### config.mk
export PLATFORM = sky130hd
export DESIGN_NAME = snake_dir_ctrl
export DESIGN_NICKNAME = d
export VERILOG_FILES = /design/src/rtl/snake_dir_ctrl.sv
export SDC_FILE = /design/constraint.sdc
export NUM_CORES = 1
export LEC_CHECK = 0
export ABC_CLOCK_PERIOD_IN_PS = 1900
export BUFFER_PORTS_ARGS = -buffer_cell sky130_fd_sc_hd__buf_2
export CORE_MARGIN = 1.5
export CORE_UTILIZATION = 30
export CTS_BUF_LIST = sky130_fd_sc_hd__clkbuf_8
export DETAILED_ROUTE_END_ITERATION = 12
export GPL_ROUTABILITY_DRIVEN = 0
export HOLD_SLACK_MARGIN = 0.1
export PLACE_DENSITY_LB_ADDON = 0.12
export SETUP_SLACK_MARGIN = 0.15
export SYNTH_ARGS = -nofsm -noshare
export SYNTH_HDL_FRONTEND = slang
export SYNTH_SLANG_ARGS = --single-unit
### constraint.sdc
create_clock -name clk -period 1.9 [get_ports clk]
set_input_delay 0.095 -clock clk [delete_from_list [all_inputs] [get_ports clk]]
set_output_delay 0.095 -clock clk [all_outputs]
set_load 0.05 [all_outputs]
### src/rtl/snake_dir_ctrl.sv
// snake_dir_ctrl
//
// Conditions the four direction buttons and delivers the snake heading. Each button is
// synchronised, debounced and edge-detected. Press events that would keep the current
// heading or reverse it are rejected. The last legal press is held as a pending request,
// and that request is committed on the next move_tick.
//
// Heading code: 2'b00 left, 2'b01 down, 2'b10 up, 2'b11 right.
// direction[] is the one-hot of the same heading: [0] left, [1] down, [2] up, [3] right.
//
// Parameters
//   DEBOUNCE_CYCLES  consecutive cycles a synced level must hold before it is accepted
//   BTN_ACTIVE_LOW   1: pad reads 0 when pressed; 0: pad reads 1 when pressed
//
// Ports
//   clk          in   1  system clock
//   clear        in   1  synchronous active-high reset
//   btn          in   4  raw asynchronous buttons: [0] left, [1] down, [2] up, [3] right
//   move_tick    in   1  one-cycle pulse per snake step
//   direction    out  4  one-hot committed heading (registered)
//   moveway      out  2  encoded committed heading (registered)
//   dir_pending  out  1  a legal request waits for the next move_tick
//   dir_change   out  1  pulse in the cycle after a commit

module snake_dir_ctrl #(
    parameter int unsigned DEBOUNCE_CYCLES = 10000,
    parameter bit          BTN_ACTIVE_LOW  = 1'b1
) (
    input  logic       clk,
    input  logic       clear,
    input  logic [3:0] btn,
    input  logic       move_tick,
    output logic [3:0] direction,
    output logic [1:0] moveway,
    output logic       dir_pending,
    output logic       dir_change
);

    localparam int unsigned CntW = $clog2(DEBOUNCE_CYCLES + 1);
    localparam logic [CntW-1:0] CntMax = CntW'(DEBOUNCE_CYCLES - 1);

    // Raw pad level of a released button.
    localparam logic [3:0] PadReleased = {4{BTN_ACTIVE_LOW}};

    localparam logic [1:0] HeadLeft  = 2'b00;
    localparam logic [1:0] HeadDown  = 2'b01;
    localparam logic [1:0] HeadUp    = 2'b10;
    localparam logic [1:0] HeadRight = 2'b11;

    // Button bit positions.
    localparam int unsigned BitLeft  = 0;
    localparam int unsigned BitDown  = 1;
    localparam int unsigned BitUp    = 2;
    localparam int unsigned BitRight = 3;

    function automatic logic [3:0] head_onehot(input logic [1:0] head);
        logic [3:0] oh;
        oh       = 4'b0000;
        oh[head] = 1'b1;
        return oh;
    endfunction

    // ------------------------------------------------------------------
    // Two-flop synchroniser on the raw pads
    // ------------------------------------------------------------------
    logic [3:0] sync1_q, sync1_d;
    logic [3:0] sync2_q, sync2_d;
    logic [3:0] synced;

    always_comb begin
        sync1_d = btn;
        sync2_d = sync1_q;
    end

    // Normalise to active-high: 1 means pressed from here on.
    assign synced = BTN_ACTIVE_LOW ? ~sync2_q : sync2_q;

    // ------------------------------------------------------------------
    // Per-bit debounce
    // ------------------------------------------------------------------
    logic [3:0]      stable_q, stable_d;
    logic [CntW-1:0] cnt_q [4];
    logic [CntW-1:0] cnt_d [4];
    logic [3:0]      press;

    always_comb begin
        stable_d = stable_q;
        for (int i = 0; i < 4; i++) begin
            cnt_d[i] = cnt_q[i];
            if (synced[i] == stable_q[i]) begin
                cnt_d[i] = '0;
            end else if (cnt_q[i] == CntMax) begin
                stable_d[i] = synced[i];
                cnt_d[i]    = '0;
            end else begin
                cnt_d[i] = cnt_q[i] + 1'b1;
            end
        end
    end

    // The rising edge is taken from the next-state level, so the press event is acted on
    // in the same edge that updates the stable level (no extra edge-flop latency).
    assign press = stable_d & ~stable_q;

    // ------------------------------------------------------------------
    // Same-cycle arbitration: right > left > down > up
    // ------------------------------------------------------------------
    logic       ev_valid;
    logic [1:0] ev_head;

    always_comb begin
        ev_valid = 1'b1;
        ev_head  = HeadRight;
        if (press[BitRight]) begin
            ev_head = HeadRight;
        end else if (press[BitLeft]) begin
            ev_head = HeadLeft;
        end else if (press[BitDown]) begin
            ev_head = HeadDown;
        end else if (press[BitUp]) begin
            ev_head = HeadUp;
        end else begin
            ev_valid = 1'b0;
        end
    end

    // ------------------------------------------------------------------
    // Turn legality and commit
    // ------------------------------------------------------------------
    logic [1:0] moveway_q, moveway_d;
    logic [3:0] direction_q, direction_d;
    logic [1:0] pending_dir_q, pending_dir_d;
    logic       dir_pending_q, dir_pending_d;
    logic       dir_change_q, dir_change_d;

    logic       commit;
    logic [1:0] ref_head;
    logic       ev_legal;

    assign commit = move_tick & dir_pending_q;

    // Legality is judged against the heading that holds after this edge, so a press that
    // lands on the commit cycle cannot reverse the request being committed.
    assign ref_head = commit ? pending_dir_q : moveway_q;

    // The code is chosen so that reversing a heading is bitwise inversion.
    assign ev_legal = ev_valid && (ev_head != ref_head) && (ev_head != ~ref_head);

    always_comb begin
        moveway_d     = moveway_q;
        pending_dir_d = pending_dir_q;
        dir_pending_d = dir_pending_q;
        dir_change_d  = 1'b0;

        if (commit) begin
            moveway_d     = pending_dir_q;
            dir_pending_d = 1'b0;
            dir_change_d  = 1'b1;
        end

        // Last legal press wins, including one arriving on the commit cycle.
        if (ev_legal) begin
            pending_dir_d = ev_head;
            dir_pending_d = 1'b1;
        end

        direction_d = head_onehot(moveway_d);
    end

    // ------------------------------------------------------------------
    // State
    // ------------------------------------------------------------------
    always_ff @(posedge clk) begin
        if (clear) begin
            sync1_q       <= PadReleased;
            sync2_q       <= PadReleased;
            stable_q      <= 4'b0000;
            for (int i = 0; i < 4; i++) begin
                cnt_q[i] <= '0;
            end
            moveway_q     <= HeadRight;
            direction_q   <= 4'b1000;
            pending_dir_q <= HeadRight;
            dir_pending_q <= 1'b0;
            dir_change_q  <= 1'b0;
        end else begin
            sync1_q       <= sync1_d;
            sync2_q       <= sync2_d;
            stable_q      <= stable_d;
            for (int i = 0; i < 4; i++) begin
                cnt_q[i] <= cnt_d[i];
            end
            moveway_q     <= moveway_d;
            direction_q   <= direction_d;
            pending_dir_q <= pending_dir_d;
            dir_pending_q <= dir_pending_d;
            dir_change_q  <= dir_change_d;
        end
    end

    assign moveway     = moveway_q;
    assign direction   = direction_q;
    assign dir_pending = dir_pending_q;
    assign dir_change  = dir_change_q;

endmodule

==> results of run 1 <==
flip-flops by register name, indices dropped and copies added, names as in the netlist:
signal and flops:
cnt_q 56, moveway 2, pending_dir_q 2, direction 4, dir_pending 1, stable_q 4, sync1_q 4, sync2_q 4
dir_change 1
final cells by class:
type / count / area, um2 / share of cell area [%]
multi-input cells: 256 / 1700 / 40.8
clock inverters: 5 / 51.3 / 1.24
repair buffers: 60 / 482 / 11.6
flip-flops and latches: 78 / 1580 / 38.1
clock buffers: 10 / 138 / 3.31
inverters: 9 / 33.8 / 0.813
well taps: 136 / 170 / 4.10
worst register-to-register path: cells and delay by family, from the launching register on:
kind	cells	cell delay (ns)
AOI/OAI and AO/OA	3	0.40
DFF	1	0.31
and+or+nand+nor	2	1.07
metrics by stage:
| stage | hold slack [ns] | cell area [um2] | cells |
|---|---|---|---|
| 2_1_floorplan | 0.199 | 3270 | 352 |
| 3_3_place_gp | 0.283 | 3740 | 527 |
| 3_5_place_dp | 0.281 | 3740 | 527 |
| 4_1_cts | 0.117 | 4040 | 552 |
| 5_1_grt | 0.148 | 4150 | 554 |
| 6_report | 0.137 | 4150 | 554 |
cell usage after synthesis, types with 2 or more instances:
library cell / count
or2_2: 9
or4b_4: 2
a21oi_1: 4
and2_1: 2
nand2_1: 24
nand4_1: 10
o21ai_0: 2
ha_1: 4
xnor2_1: 24
or3_1: 4
inv_1: 9
or4b_1: 2
or4_4: 3
clkbuf_1: 4
buf_2: 5
and3_1: 11
xor2_1: 26
nor3_1: 4
nand3_1: 16
dfxtp_1: 78
and4_1: 2
nor4_2: 3
nor2_1: 80
or4bb_1: 2
a211oi_1: 4
cells by family after synthesis:
family | share of synthesized area [%]
mux | 0.309
buf+inv | 2.28
compound gates | 5.26
simple gates | 28.8
fa+ha+maj | 1.55
xor+xnor | 13.5
flops | 48.3
worst paths after layout:
path / startpoint / endpoint / depth (start not counted)
max reg2reg: cnt_q[0][7] / pending_dir_q[0] / 5
min: clear / stable_q[2] / 2
max: cnt_q[0][7] / pending_dir_q[0] / 5
min reg2reg: sync1_q[3] / sync2_q[3] / 1
metal layers:
metal	routed length, um	share of wire, %	up-vias
met4	91	1.5	0
met5	0	0	-
met1	2990	51	1068
met2	2610	44	26
li1	-	-	1305
met3	199	3.4	8
power by group:
part	leakage [nW]	internal [W]	switching (W)
Sequential	0.637	0.00164	0.00000567
Combinational	0.766	0.0000328	0.0000298
Clock	0.0993	0.000626	0.000568
repair_timing:
item / CTS / global route
hold buffers: 5 / 0
pin swaps: 5 / 16
endpoints found under the setup margin: 31 / 48
gates resized for setup: 12 / 18
hold endpoints to repair: 6 / 0
setup buffers: 5 / 1
gates cloned: 0 / 1
==> results.toml, run 1 <==
[layout]
final_common_cell = "nor2_1"
final_cell_mix = "80 x nor2_1, 65 x dfxtp_1, 35 x buf_4, 26 x xor2_1, 24 x xnor2_1"
fin_nets = 425
antenna_cells = 0
utilization_pct = 40.0
num-fill-cells = 1055
area_delta_synth_final_pct = 28.4
drive_gt1_share_pct = 28.2

[floorplanning]
num_rows = 37
floorplan.die_area_um2 = 11400
start_util_pct = 31.2
io_pins = 15
fp.coreArea_um2 = 10400
die_w_um = 107
die_y_um = 107

[detailed_routing]
antenna_left = 0
dr.first_iter.drc_count = 47
wl_um = 5890
drt_first_pass_iters = 4
drc = 0
viasPerCell = 4.34
routedWlPerCell_um = 10.6
num_vias = 2407

[setup_path]
crit_buf_inv = 0
cpPeakStageDelay_ns = 0.55
path_class = "register to register"
crit_fanout = 3
arrival_ns = 2.12
cpLargestDelayFamily = "simple AND/OR/NAND/NOR gates"
endpoint_kind = "register"
crit_chain = "or4b_4, or4_4, a21o_1, a2bb2oi_2, o221ai_2"
cp-start-kind = "register"
crit_path_top_delay_cell = "or4b_4"
r2r_setup_slack_ns = 0.02
required_ns = 2.13

[global_routing]
met2_usage_pct = 18.3
grt_pass1_wl_um = 10700
use_met1_pct = 14.9
antenna_found_initial = 0
grt_pass1_vias = 2342
gr-total-overflow = 0
grt_max_degree = 21
top_usage_layer = "met2"
use_met3_pct = 3.89
track_usage_pct = 11.8

[logic_synthesis]
seq_area_frac_synth_pct = 48.3
synth_area_um2 = 3230
synth_top_area_cell = "dfxtp_1"
synthArstFlopShare_pct = 0
synth_top_area_share_pct = 48.3
synthFlopType = "dfxtp_1"
synth_edf_count = 0
yosysUniqueCellTypes = 43
avgSynthCellArea_um2 = 9.19
syn_inst = 352
ys_warn_count = 0
synth_area_leaders = "dfxtp_1 48%, nor2_1 9.3%, xor2_1 7.0%, xnor2_1 6.5%, nand2_1 2.8%"
syn_nets = 363
ys_ff_latch = 78

[sta]
fin_crit_ns = 1.88
slew_headroom_pct = 73.0
max_freq_mhz = 531
timing.final.ws_setup_ns = 0.0180
drv_slew = 0
grt_setup_unrepaired = "yes"
setup_tns_ns = 0
finalHoldViolCount = 0
fin_worst_skew_ns = 0.00816
worst_slew_pin_slew_ns = 0.402
setup_violations = 0
period_share_pct = 99.1

[run_status]
status = "finished, final reports clean"

[place]
dp_hpwl_um = 4160
port_buffers = 14
place_ws_ns = 0.00785

[power_and_ir_drop]
total_power_w = 0.00290
power.leakage_nw = 1.50
pwr_density_cell_nw_per_um2 = 699
peakVddDrop_v = 0.000418

[clock_tree]
clock_latency_ns = 0.35
cts_root_buf = "clkbuf_8"
clk_pin_slew_ns = 0.08
clockBufferDepth = 2
cts_tree = "built"
numCtsBuffers = 9
cts.sinks = 78
htreeDepth = 3

[worst_hold_path]
min-delay-path-class = "primary input to register"

[flow_run]
maxCapViolCount = 0
Power figures use the tool's default switching activity.
==> run 2: changes to the inputs <==
--- a/config.mk
+++ b/config.mk
@@ -14,6 +14,7 @@
 export GPL_ROUTABILITY_DRIVEN = 0
 export HOLD_SLACK_MARGIN = 0.1
 export PLACE_DENSITY_LB_ADDON = 0.12
+export RECOVER_POWER = 25
 export SETUP_SLACK_MARGIN = 0.15
 export SYNTH_ARGS = -nofsm -noshare
 export SYNTH_HDL_FRONTEND = slang
==> results.toml, run 2 (same netlist as run 1, synthesis figures left out) <==
[layout]
final_common_cell = "nor2_1"
antenna_cells = 0
drive_gt1_share_pct = 26.1
final_cell_mix = "80 x nor2_1, 65 x dfxtp_1, 35 x buf_4, 26 x xor2_1, 24 x xnor2_1"
num-fill-cells = 1061
fin_nets = 425
seqCellArea_um2 = 1580
area_delta_synth_final_pct = 28.0
multiInputGateArea_um2 = 1700
largest_register_ffs = 56
top_register = "cnt_q"

[sta]
fin_crit_ns = 1.89
setup_violations = 0
max_freq_mhz = 530
slew_headroom_pct = 60.6
fin_worst_skew_ns = 0.00814
period_share_pct = 99.3
worst_slew_pin_slew_ns = 0.593
setup_tns_ns = 0
grt_setup_unrepaired = "yes"
timing.final.ws_setup_ns = 0.0140
drv_slew = 0
finalHoldViolCount = 0

[detailed_routing]
antenna_left = 0
wl_um = 5910
num_vias = 2412
dr.first_iter.drc_count = 58
viasPerCell = 4.35
routedWlPerCell_um = 10.7
drt_first_pass_iters = 4
drc = 0

[global_routing]
grt_pass1_vias = 2342
antenna_found_initial = 0
gr-total-overflow = 0
track_usage_pct = 11.8
grt_pass1_wl_um = 10700
grt_max_degree = 21

[run_status]
status = "finished, final reports clean"

[power_and_ir_drop]
seq_power_share_pct = 56.7
pwr-share-clk_pct = 41.1
power.leakage_nw = 1.47
p_sw_share_pct = 20.8
comb_power_share_pct = 2.1
pwr_density_cell_nw_per_um2 = 701
p_int_w = 0.00230
p_switching_w = 0.000604
peakVddDrop_v = 0.000418

[place]
dp_hpwl_um = 4160
place_ws_ns = 0.00785
port_buffers = 14

[floorplanning]
fp.coreArea_um2 = 10400
io_pins = 15
start_util_pct = 31.2
die_y_um = 107
floorplan.die_area_um2 = 11400
die_w_um = 107
num_rows = 37

[worst_hold_path]
min-delay-path-class = "primary input to register"

[setup_path]
cpPeakStageDelay_ns = 0.55
cp-start-kind = "register"
crit_fanout = 3
arrival_ns = 2.12
crit_buf_inv = 0
cpLargestDelayFamily = "simple AND/OR/NAND/NOR gates"
path_class = "register to register"
required_ns = 2.13
crit_chain = "or4b_4, or4_4, a21o_1, a2bb2oi_2, o221ai_2"
endpoint_kind = "register"
crit_path_top_delay_cell = "or4b_4"

[clock_tree]
cts.sinks = 78
cts_root_buf = "clkbuf_8"
cts_tree = "built"
clk_pin_slew_ns = 0.08
numCtsBuffers = 9
clockBufferDepth = 2
htreeDepth = 3
clock_latency_ns = 0.35

[flow_run]
maxCapViolCount = 0
run 2: changes by cell type in the layout (fill, tap and decap cells not counted), sizes merged:
cell and change:
buf -9, clkbuf +9
run 2: cell type report:
cell class	instances	area share, %
timing repair buffer	60	11.4
tap	136	4.11
multi-input combinational	256	40.9
sequential	78	38.2
inverter	9	0.816
clock inverter	5	1.24
clock buffer	10	3.32
run 2: layer usage:
| layer | global-route usage (%) | share of wire, % | up-vias |
|---|---|---|---|
| met5 | 0 | 0 | - |
| met4 | 5.52 | 1.5 | 0 |
| met3 | 3.89 | 3.4 | 8 |
| met2 | 18.3 | 44 | 26 |
| met1 | 14.9 | 51 | 1074 |
| li1 | - | - | 1304 |
run 2: power groups by stage:
stage	logic, W	registers (W)	clock network (W)
detailed placement	0.0000510	0.00169	0
global route	0.0000701	0.00165	0.00133
global placement	0.0000508	0.00169	0
floorplan	0.0000295	0.00169	0
CTS	0.0000591	0.00165	0.00126
finish	0.0000623	0.00165	0.00119
run 2: metrics by stage:
stage                     total power [W]  instance area [um2]  utilization, %  cells  hold slack (ns)
after detailed placement          0.00174                 3740            36.1    527            0.281
after CTS                         0.00297                 4040            39.0    552            0.117
after global placement            0.00174                 3740            36.1    527            0.283
after global routing              0.00305                 4140            39.9    554            0.148
final                             0.00290                 4140            39.9    554            0.138
after floorplan                   0.00172                 3270               -    352            0.199
run 2: worst reg2reg max path: stages, from the launching register on:
cell,delay (ns)
dfxtp_1,0.31
or4b_4,0.55
or4_4,0.52
a21o_1,0.18
a2bb2oi_2,0.13
o221ai_2,0.10
run 2: worst paths after layout:
path | startpoint | to | slack [ns] | cells after the start
setup / recovery | cnt_q[0][7] | pending_dir_q[0] | 0.01 | 5
setup reg to reg | cnt_q[0][7] | pending_dir_q[0] | 0.01 | 5
hold reg to reg | sync1_q[3] | sync2_q[3] | 0.41 | 1
hold / removal | clear | stable_q[2] | 0.14 | 2
run 2: timing repair:
item                       4_1_cts  5_1_grt
gates resized for setup         12       18
gates cloned                     0        1
hold endpoints to repair         6        0
hold buffers                     5        0
setup endpoints to repair       31       48
setup buffers                    5        1
pin swaps                        5       16
